## config.mk

```make
export PLATFORM = sky130hd
export DESIGN_NAME = lsu
export DESIGN_NICKNAME = d
export VERILOG_FILES = /design/src/rtl/lsu.sv
export SDC_FILE = /design/constraint.sdc
export NUM_CORES = 1
export LEC_CHECK = 0
export ABC_AREA = 0
export CAP_MARGIN = 25
export CORE_MARGIN = 5
export CORE_UTILIZATION = 26
export CTS_BUF_LIST = sky130_fd_sc_hd__clkbuf_8 sky130_fd_sc_hd__clkbuf_16
export CTS_CLUSTER_SIZE = 24
export DETAILED_ROUTE_END_ITERATION = 8
export PLACE_DENSITY = 0.54
export REMOVE_ABC_BUFFERS = 1
export SYNTH_ARGS = -nofsm -noshare
export SYNTH_HDL_FRONTEND = slang
export SYNTH_SLANG_ARGS = --single-unit
```

## constraint.sdc

```tcl
create_clock -name i_clk -period 11.4 [get_ports i_clk]
set_input_delay 1.71 -clock i_clk [delete_from_list [all_inputs] [get_ports i_clk]]
set_output_delay 1.71 -clock i_clk [all_outputs]
set_load 0.03 [all_outputs]
```

## src/rtl/lsu.sv

```systemverilog
// Load/store unit: single-outstanding load/store initiator for the byte-masked
// data RAM. Splits accesses that straddle a 64-bit word into two RAM cycles,
// lane-aligns store data and aligns/extends load data for the response.
module lsu #(
   parameter int DATA_WIDTH = 64,
   parameter int ADDR_WIDTH = 10,
   parameter int MASK_WIDTH = DATA_WIDTH >> 3
) (
   input  logic                  i_clk,
   input  logic                  i_rst_n,
   input  logic                  i_req_valid,
   output logic                  o_req_ready,
   input  logic                  i_req_we,
   input  logic [ADDR_WIDTH-1:0] i_req_addr,
   input  logic [1:0]            i_req_size,
   input  logic                  i_req_unsigned,
   input  logic [DATA_WIDTH-1:0] i_req_wdata,
   output logic                  o_rsp_valid,
   input  logic                  i_rsp_ready,
   output logic [DATA_WIDTH-1:0] o_rsp_rdata,
   output logic [ADDR_WIDTH-1:0] o_rd_addr,
   output logic                  o_rd_en,
   output logic [MASK_WIDTH-1:0] o_rd_mask,
   input  logic [DATA_WIDTH-1:0] i_rd_data,
   output logic [ADDR_WIDTH-1:0] o_wr_addr,
   output logic                  o_wr_en,
   output logic [MASK_WIDTH-1:0] o_wr_mask,
   output logic [DATA_WIDTH-1:0] o_wr_data
);

   typedef enum logic [1:0] {
      S_IDLE,
      S_ACC0,
      S_ACC1,
      S_RESP
   } state_e;

   state_e                  state_q, state_d;
   logic                    we_q, we_d;
   logic [ADDR_WIDTH-1:0]   addr_q, addr_d;
   logic [1:0]              size_q, size_d;
   logic                    uns_q, uns_d;
   logic [DATA_WIDTH-1:0]   wdata_q, wdata_d;
   logic [DATA_WIDTH-1:0]   rd0_q, rd0_d;
   logic [DATA_WIDTH-1:0]   rdata_q, rdata_d;

   logic [2:0]              off;
   logic [15:0]             full_mask;
   logic                    split;
   logic [ADDR_WIDTH-4:0]   w0, w1;
   logic [DATA_WIDTH-1:0]   data0, data1;

   // Align the raw RAM word(s) to byte 0, truncate to the access size and extend.
   // Split accesses always have off != 0, so the hi shift stays below 64.
   function automatic logic [DATA_WIDTH-1:0] load_extend(
      input logic [DATA_WIDTH-1:0] rd0,
      input logic [DATA_WIDTH-1:0] rd1,
      input logic                  is_split,
      input logic [2:0]            o,
      input logic [1:0]            sz,
      input logic                  uns
   );
      logic [DATA_WIDTH-1:0] lo, hi, raw, ext;
      lo  = rd0 >> {o, 3'b000};
      hi  = is_split ? (rd1 << (7'd64 - {1'b0, o, 3'b000})) : '0;
      raw = lo | hi;
      case (sz)
         2'd0:    ext = uns ? {56'd0, raw[7:0]}  : {{56{raw[7]}},  raw[7:0]};
         2'd1:    ext = uns ? {48'd0, raw[15:0]} : {{48{raw[15]}}, raw[15:0]};
         2'd2:    ext = uns ? {32'd0, raw[31:0]} : {{32{raw[31]}}, raw[31:0]};
         default: ext = raw;
      endcase
      return ext;
   endfunction

   // Address, mask and store-data decode of the latched request.
   always_comb begin
      off = addr_q[2:0];
      case (size_q)
         2'd0:    full_mask = 16'h0001;
         2'd1:    full_mask = 16'h0003;
         2'd2:    full_mask = 16'h000F;
         default: full_mask = 16'h00FF;
      endcase
      full_mask = full_mask << off;
      split     = |full_mask[15:8];
      w0        = addr_q[ADDR_WIDTH-1:3];
      w1        = w0 + (ADDR_WIDTH-3)'(1);
      data0     = wdata_q << {off, 3'b000};
      data1     = (off == 3'd0) ? '0 : (wdata_q >> (7'd64 - {1'b0, off, 3'b000}));
   end

   // State and request registers.
   always_ff @(posedge i_clk or negedge i_rst_n) begin
      if (!i_rst_n) begin
         state_q <= S_IDLE;
         we_q    <= 1'b0;
         addr_q  <= '0;
         size_q  <= '0;
         uns_q   <= 1'b0;
         wdata_q <= '0;
         rd0_q   <= '0;
         rdata_q <= '0;
      end else begin
         state_q <= state_d;
         we_q    <= we_d;
         addr_q  <= addr_d;
         size_q  <= size_d;
         uns_q   <= uns_d;
         wdata_q <= wdata_d;
         rd0_q   <= rd0_d;
         rdata_q <= rdata_d;
      end
   end

   // Next-state logic and RAM/handshake outputs.
   always_comb begin
      state_d     = state_q;
      we_d        = we_q;
      addr_d      = addr_q;
      size_d      = size_q;
      uns_d       = uns_q;
      wdata_d     = wdata_q;
      rd0_d       = rd0_q;
      rdata_d     = rdata_q;
      o_req_ready = 1'b0;
      o_rsp_valid = 1'b0;
      o_rd_addr   = '0;
      o_rd_en     = 1'b0;
      o_rd_mask   = '0;
      o_wr_addr   = '0;
      o_wr_en     = 1'b0;
      o_wr_mask   = '0;
      o_wr_data   = '0;
      case (state_q)
         S_IDLE: begin
            o_req_ready = 1'b1;
            if (i_req_valid) begin
               we_d    = i_req_we;
               addr_d  = i_req_addr;
               size_d  = i_req_size;
               uns_d   = i_req_unsigned;
               wdata_d = i_req_wdata;
               state_d = S_ACC0;
            end
         end
         S_ACC0: begin
            if (we_q) begin
               o_wr_en   = 1'b1;
               o_wr_addr = {w0, 3'b000};
               o_wr_mask = full_mask[7:0];
               o_wr_data = data0;
               rdata_d   = '0;
            end else begin
               o_rd_en   = 1'b1;
               o_rd_addr = {w0, 3'b000};
               o_rd_mask = full_mask[7:0];
               rd0_d     = i_rd_data;
               rdata_d   = load_extend(i_rd_data, '0, 1'b0, off, size_q, uns_q);
            end
            state_d = split ? S_ACC1 : S_RESP;
         end
         S_ACC1: begin
            if (we_q) begin
               o_wr_en   = 1'b1;
               o_wr_addr = {w1, 3'b000};
               o_wr_mask = full_mask[15:8];
               o_wr_data = data1;
               rdata_d   = '0;
            end else begin
               o_rd_en   = 1'b1;
               o_rd_addr = {w1, 3'b000};
               o_rd_mask = full_mask[15:8];
               rdata_d   = load_extend(rd0_q, i_rd_data, 1'b1, off, size_q, uns_q);
            end
            state_d = S_RESP;
         end
         default: begin
            o_rsp_valid = 1'b1;
            if (i_rsp_ready) state_d = S_IDLE;
         end
      endcase
   end

   assign o_rsp_rdata = rdata_q;

endmodule

```

; ---- Yosys cells after proc, flatten, opt, wreduce, memory -nomap -nowiden
; Cells that the tools add are included.
[op_classes]
n_bitwise = 2
eq_ne = 5
add_sub_neg = 2
n_reduce_logical = 11
mux = 38
n_shift = 6
[ops]
columns = operator, count
row1 = 2-to-1 mux 64 bit, 11
row2 = case mux 64 bit (3 select lines), 2
row3 = case mux 64 bit (2 select lines), 2
row4 = >> shifter 64 x 6 -> 64 bit, 2
row5 = bitwise OR 64 bit, 1
row6 = left shift 64 x 6 -> 64 bit, 1
row7 = left shift 64 x 7 -> 64 bit, 1
row8 = >> shifter 64 x 7 -> 64 bit, 1
row9 = 2-to-1 mux 10 bit, 4
row10 = case mux 10 bit (2 select lines), 2
row11 = 2-to-1 mux 8 bit, 4
row12 = case mux 8 bit (2 select lines), 2
row13 = case mux 8 bit (3 select lines), 1
row14 = left shift 16 x 3 -> 16 bit, 1
row15 = OR reduction 8 bit, 1
row16 = "adder 7 x 1 -> 7 bit, second input constant", 1
row17 = 2-to-1 mux 1 bit, 7
row18 = "subtractor 7 x 6 -> 7 bit, first input constant", 1
row19 = case mux 2 bit (3 select lines), 1
row20 = AND reduction 2 bit, 3
row21 = "equality test 2 x 1 -> 1 bit, second input constant", 2
row22 = "equality test 2 bit, second input constant", 2
row23 = zero test 2 bit, 2
row24 = 2-to-1 mux 2 bit, 2
row25 = other kinds (7), 7
[word_totals]
ff_bits = 208
output_inout_bits = 168
in_bits = 146
elab_cells = 72

; ---- Depth between registers and ports, before layout
; Gate-level depths: netlist (run 1).
[depth]
depth_word = 7
mapped_depth = 17
mapped_depth_nobuf = 9

; ---- Worst setup path before layout (run 1)
; No wires, ideal clock.
[synth_timing]
kind = register -> output
startpoint = register addr_q[0]
endpoint = output o_wr_data[5]
n_path_buf = 9
setup_slack_ps = 6229
t_required_ps = 9690
path_stages_with_launch = 16
arrival_ps = 3461
cell_sequence = dfrtp_1 > buf_6 > buf_8 > inv_2 > clkbuf_1 > clkbuf_1 > ha_1 > buf_2 > buf_2 > buf_2 > buf_2 > buf_2 > a211oi_1 > a21oi_1 > a22oi_1 > a21oi_1
[synth_between]
elab_chain_len = 5
elab_cells_between_ends = 8
classes_between = add/sub (1) / shift (2) / mux (4) / reduce/logical (1)
[synth_rtl]
columns = item, line
row1 = from (decl), 40  ; logic [ADDR_WIDTH-1:0] addr_q, addr_d;
row2 = from (signal assigned), 107  ; addr_q <= addr_d;
row3 = subtractor 7 x 6 -> 7 bit, 90  ; data1 = (off == 3'd0) ? '0 : (wdata_q >> (7'd64 - {1'b0, off, 3'b000}));
row4 = >> shifter 64 x 7 -> 64 bit, 90
row5 = 2-to-1 mux 64 bit, 90
row6 = 2-to-1 mux 64 bit, 164  ; if (we_q) begin
row7 = case mux 64 bit (2 select lines) (*), 135  ; case (state_q)
row8 = to (decl), 28  ; output logic [DATA_WIDTH-1:0] o_wr_data
; Mark *: on every way between the ends. The rest lies on a longest branch, timed or not.

; ---- Worst setup path after layout (run 1)
[layout_timing]
startpoint = register addr_q[2]
endpoint = output o_wr_data[28]
; Same word-level chain as after synthesis.

==> results of run 1 <==
[Yosys cell counts (6+ instances only)]
cell / instances
mux2_2: 209
nand2_1: 209
dfrtp_1: 208
nor2_1: 180
mux2i_1: 166
a21oi_1: 119
mux4_2: 93
o21ai_0: 74
clkbuf_1: 70
a22oi_1: 62
buf_2: 61
a211oi_1: 41
nor2b_1: 37
buf_4: 33
o221ai_2: 28
a21o_1: 24
o22ai_1: 20
buf_6: 19
o211ai_1: 17
a221oi_1: 16
buf_1: 16
nor3_1: 16
and2_1: 15
o21a_1: 15
o311a_1: 14
a2bb2oi_1: 13
a31oi_1: 13
a32o_1: 12
o221ai_1: 12
nand3_1: 11
o2bb2ai_1: 11
a221oi_2: 10
a2111oi_0: 8
a22o_1: 8
a211o_1: 7
ha_1: 7
o31ai_1: 7
inv_1: 6
nand2b_1: 6
[where the power goes]
group	switching, W	internal, W	leakage, nW
clock network	0.000345	0.000496	0.437
logic	0.00364	0.00263	5.95
registers	0.000594	0.00109	2.53
[routing by layer]
metal  track usage, %  vias up  wire (µm)
met1            27.50     8927      34060
met3            6.259      158       9300
met5           0.8547        -        145
li1                 -     7827          -
met2            31.31     1116      37080
met4            5.122       10       2573
[through the flow]
stage | cell area [µm²] | util [%] | std cells | setup slack, ns | power [W]
after floorplan | 17850 | - | 1759 | -8.164 | 0.006222
after global placement | 22510 | 31.02 | 3065 | 4.836 | 0.007757
after detailed placement | 22540 | 31.05 | 3067 | 4.720 | 0.007800
after CTS | 23380 | 32.21 | 3110 | 4.083 | 0.008695
after global routing | 23480 | 32.34 | 3114 | 4.038 | 0.009304
final | 23480 | 32.35 | 3116 | 4.230 | 0.008798
[worst paths after layout]
| path | endpoint | depth (start not counted) | slack, ns |
|---|---|---|---|
| min | o_rsp_rdata[25] | 1 | 0.48 |
| min in group asynchronous | rd0_q[9] | 1 | 1.14 |
| min reg2reg | o_rsp_rdata[25] | 1 | 0.48 |
| max in group asynchronous | addr_q[2] | 3 | 7.92 |
| max reg2reg | o_rsp_rdata[32] | 11 | 6.08 |
| max | o_wr_data[28] | 10 | 4.23 |
[worst max-delay path, stage by stage, from the launching register on]
cell,delay (ns)
dfrtp_4,0.99
inv_2,0.57
ha_1,0.51
buf_4,0.45
and3_1,0.23
buf_4,0.27
nand2b_1,0.15
nor2_1,0.52
a222oi_1,0.31
nor2_1,0.14
clkdlybuf4s50_1,0.68
[sequential cells by signal (all words and copies together) (netlist names)]
register     flops
size_q           2
o_rsp_rdata     64
uns_q            1
addr_q          10
rd0_q           64
wdata_q         64
state_q          2
we_q             1
[cells by family (layout without fill, tap and decap cells)]
group	after synthesis	in the layout
fa+ha+maj	7	7
simple gates	498	498
mux	471	471
other cells	1	8
flops	208	208
compound gates	554	554
xor+xnor	5	5
buf+inv	210	406
[layout make-up]
class | count | share of cell area [%]
multi-input cells | 1541 | 53.95
flip-flops and latches | 208 | 22.21
repair buffers | 353 | 14.94
well taps | 959 | 5.110
clock buffers | 35 | 3.346
clock inverters | 8 | 0.2558
inverters | 10 | 0.1598
diodes | 2 | 0.02131
[cell usage in the layout, fill, tap and decap left out, types with 62 or more instances in the layout]
master	n
clkdlybuf4s50_1	306
mux2_2	209
nand2_1	206
dfrtp_1	205
nor2_1	179
mux2i_1	166
a21oi_1	119
mux4_2	93
o21ai_0	74
a22oi_1	62
==> results.md, run 1 <==
- Post-synth top area share: 27.48%
- Antenna Violating Nets Remaining: 0
- Slew of the pin with the lowest slew margin: 1.128 ns
- HP Start: o_rsp_rdata[25]
- Post-synth EDFFs: 0
- Hold Slack: 0.4783 ns
- Clk sinks: 208
- Ys Warns: 0
- CP startpoint kind: flop
- Row count: 99
- Slew headroom: 24.21%
- Vias per cell: 5.789
- Clock slew at reported path FFs: 0.06 ns
- Leakage: between 8 and 9 nW
- Adder-Cell Fraction of Synth Area: 0.4624%
- CTS tree: yes
- Gr usage total: 20.19%
- Unrepaired setup endpoints after global routing: no
- Critical path endpoint category: output port
- Die Y: between 200 and 300 µm
- Via count: around 18k
- Post-synthesis sequential area ratio: 27.48%
- 1st-iter DRT viols: 1928
- Initial antenna violation count: 6
- Largest family of logic cells by synthesized area: multiplexers
- Share of cells above drive strength 1: 21.72%
- Ranking of synthesized cells by area: dfrtp_1 27%, mux2_2 12%, mux4_2 11%
- Peak Freq: 139.5 MHz
- Max VDD drop: between 0.2 and 0.3 mV
- Final hold vios: 0
- Post-CTS setup buffer count: 0
- Clk_lat worst skew: between 0.5 and 0.6 ns
- Max-cap violations: 0
- Core area: between 70000 and 80000 µm²
- DR WL/cell: 26.69 µm
- Setup tns final: 0 ns
- Required @ worst endpoint: 9.69 ns
- Final HPWL DP: about 56000 µm
- Reg area: 5216 µm²
- Mean Syn Cell Area: 9.693 µm²
- PortBufs: 307
- FF-to-FF Start: addr_q[0]
- Arrival @ worst endpoint: 5.46 ns
- Final period util: 62.89%
- Post_cts resized: 0
- First-pass DRT Iterations: 6
- Max Clock Skew: 0.01256 ns
- Synth Flop Type: dfrtp_1
- Power per Cell Area: 374.7 nW/µm²
- CTS H-tree depth: 1
- First-pass GRT wire length: 122000 µm
- Final Net Count: 2293
- Drt total wl: a little over 80000 µm
- Hold WC Path Type: reg2reg
- Max-slew violations: 0
- Post-synthesis simple-gate area fraction: 11.42%
- DRC Markers: 0
- Yosys cell types: 74
- Post-Syn Instances: between 1.5k and 2k
- Critical Path Source: addr_q[2]
- Mapped Area: 18940 µm²
- Cell type with the largest total area after synthesis: dfrtp_1
- Fraction of registers with async set/reset: 100.0%
- Final worst path period need: 7.170 ns
- Synth Register Bits: 208
- Remaining Overflow, GRT: 0
- Area delta synth->final: 23.99%
- Initial Util: 26.09%
- Fillers: 7482
- I/O pin count: 314
- Largest net degree at the start of global routing: 188
- Vias in the first global route: around 18k
- Path type of the worst setup path: reg2out
- Root Buffer: clkbuf_16
- Setup violators final: 0
- Clock buffer depth: 3
- Synth Area in Compound Gates: 21.89%
- Post-synthesis xor/xnor area fraction: less than 1%
- Gpl congestion: between 0.9 and 1
- DIE AREA: ~78000 µm²
- # hold bufs at CTS: 0
- Chip width: 279.9 µm
- Max FO, Critical Path: 59
- Status: finished clean
- Multi-input logic area: approximately 13000 µm²
- Mux cell area share after synthesis: 32.46%
- Total CTS buffers: 26
Note: power is estimated with default switching activity, not from simulation.
==> run 2, diff against run 1 <==
Clock period 11.4 ns to 7.3 ns, I/O delays scaled along.
==> run 2 against run 1 <==
Against the previous run: non-clock buffer count shrank 1; routed wire length shrank 1.1%; setup slack lost 3.1 ns; global-route usage shrank 0.40 points; sequential power grew 50%; die area is the same; largest cell class unchanged; largest power group unchanged.
==> results.md, run 2 (synthesis gave the netlist of run 1 again) <==
- CTS tree: yes
- Int Pwr: around 0.0068 W
- Share of cells above drive strength 1: between 20% and 30%
- Commonest non-fill, non-tap cell in the layout: clkdlybuf4s50_1
- Crit-path cells: inv_2, ha_1, buf_4, and3_1, buf_4, nand2b_1, nor2_1, a222oi_1, nor2_1, clkdlybuf4s50_1
- DR WL/cell: 26.32 µm
- Clock buffer depth: 3
- First-pass DRT Iterations: 6
- Final Net Count: 2294
- Clk_lat worst skew: 0.58 ns
- Initial antenna violation count: 4
- Max VDD drop: about 0.43 mV
- Remaining Overflow, GRT: 0
- Non-Filler Instances: 3123
- Final hold vios: 0
- Max Clock Skew: 0.02729 ns
- Slack of the worst reg-to-reg path: around 2.3 ns
- Switch share: 51.15%
- R2R cell count: 11
- Slowest-stage cell, CP: clkdlybuf4s50_1
- Drt total wl: between 80000 and 90000 µm
- Sw Pwr: around 0.0071 W
- Unrepaired setup endpoints after global routing: no
- 1st-iter DRT viols: between 2k and 2.5k
- Worst path top cell family by delay: buffers and inverters
- Peak Freq: 162.2 MHz
- Path type of the worst setup path: reg2out
- First-pass GRT wire length: 119600 µm
- Buffers & Inverters on Critical Path: 4
- Status: finished clean
- Area delta synth->final: 24.78%
- Initial Util: 26.09%
- Slew headroom: between 20% and 30%
- Final worst path period need: 6.165 ns
- Setup violators final: 0
- Clock slew at reported path FFs: 0.06 ns
- Power per Cell Area: 588.4 nW/µm²
- # hold bufs at CTS: 0
- Chip width: 279.9 µm
- DIE AREA: 78340 µm²
- Core area: 72590 µm²
- Total CTS buffers: 28
- I/O pin count: 314
- Post-CTS setup buffer count: 0
- Max FO, Critical Path: a little over 40
- Max-cap violations: 0
- Combinational Power Share: 70.5%
- FF-to-FF Start: addr_q[1]
- Leakage: 9.035 nW
- Antenna Violating Nets Remaining: 0
- CTS H-tree depth: 1
- DRC Markers: 0
- Hold WC Path Type: reg2reg
- Vias per cell: 5.753
- Largest net degree at the start of global routing: 136
- Clk sinks: roughly 210
- CP startpoint kind: flop
- HP Start: o_rsp_rdata[27]
- Final HPWL DP: 55340 µm
- Arrival @ worst endpoint: 5.07 ns
- Critical path endpoint category: output port
- Required @ worst endpoint: 6.20 ns
- Hold endpoint: o_rsp_rdata[27]
- Row count: 99
- Part of the power in the clock network: 11.3%
- Final period util: 84.45%
- Most frequent cells in the layout: 280 x clkdlybuf4s50_1, 209 x mux2_2, 206 x nand2_1
- Post_cts resized: 0
- Placed insts: 3069
- Design Power: 0.01391 W
- Vias in the first global route: 17.56k
- Root Buffer: clkbuf_16
- WHS Path Cells: 1
- Flop pwr share: 18.2%
- Max-slew violations: 0
- Levels on crit path: 10
- Die Y: 279.9 µm
- R2R Path End: o_rsp_rdata[46]
- Gpl congestion: between 0.8 and 0.9
- Via count: between 15k and 20k
- Gr usage total: 19.80%
- Slew of the pin with the lowest slew margin: 1.119 ns
- Max incr delay on CP: 0.73 ns
- PortBufs: 307
[run 2: power groups by stage]
stage	clock network, W	registers, W	logic, W
after CTS	0.00161	0.00250	0.00970
after global placement	0	0.00249	0.00958
final	0.00157	0.00253	0.00980
after floorplan	0	0.00282	0.00666
after detailed placement	0	0.00252	0.00966
after global routing	0.00166	0.00261	0.0104
[run 2: how the worst max path moves through the flow]
stage	start	endpoint	slack [ns]
2_1_floorplan	addr_q[0]	o_wr_data[14]	-11.65
3_3_place_gp	addr_q[2]	o_wr_data[26]	1.90
3_5_place_dp	addr_q[2]	o_wr_data[26]	1.74
4_1_cts	addr_q[2]	o_wr_data[26]	1.12
5_1_grt	addr_q[2]	o_wr_data[26]	0.97
6_report	addr_q[2]	o_wr_data[26]	1.14
[run 2: cell type report]
class	count	area [µm²]
Fill cell	7497	48950
Multi-Input combinational cell	1541	12660
Sequential cell	208	5216
Timing Repair Buffer	352	3475
Tap cell	959	1200
Clock buffer	32	767.0
Clock inverter	19	271.5
Inverter	10	37.54
Antenna cell	2	5.005
[run 2: worst reg2reg max path, delay by kind of cell (launching register included)]
kind	cells	cell delay [ns]
buffers and inverters	4	1.60
AOI/OAI and AO/OA	4	1.25
adders and majority gates	1	0.92
DFF	1	0.75
muxes	1	0.29
and+or+nand+nor	1	0.08
[run 2: per-layer routing]
layer  track usage [%]  wire (µm)  part of all wire (%)
met3             5.234       8605                    10
met5                 0         23                 0.028
met4             4.340       2119                   2.6
met2             32.08      37960                    46
met1             26.72      33500                    41
[run 2: per-stage QoR]
stage / util [%] / instance area [µm²] / hold WS (ns) / setup WS [ns] / setup TNS (ns)
global route: 32.56 / 23630 / 0.4932 / 0.9747 / 0
global placement: 31.07 / 22550 / 0.4658 / 1.903 / 0
CTS: 32.51 / 23600 / 0.4819 / 1.123 / 0
finish: 32.56 / 23630 / 0.4749 / 1.135 / 0
detailed placement: 31.08 / 22560 / 0.4685 / 1.742 / 0
floorplan: - / 17850 / 0.4757 / -11.65 / -1420.02
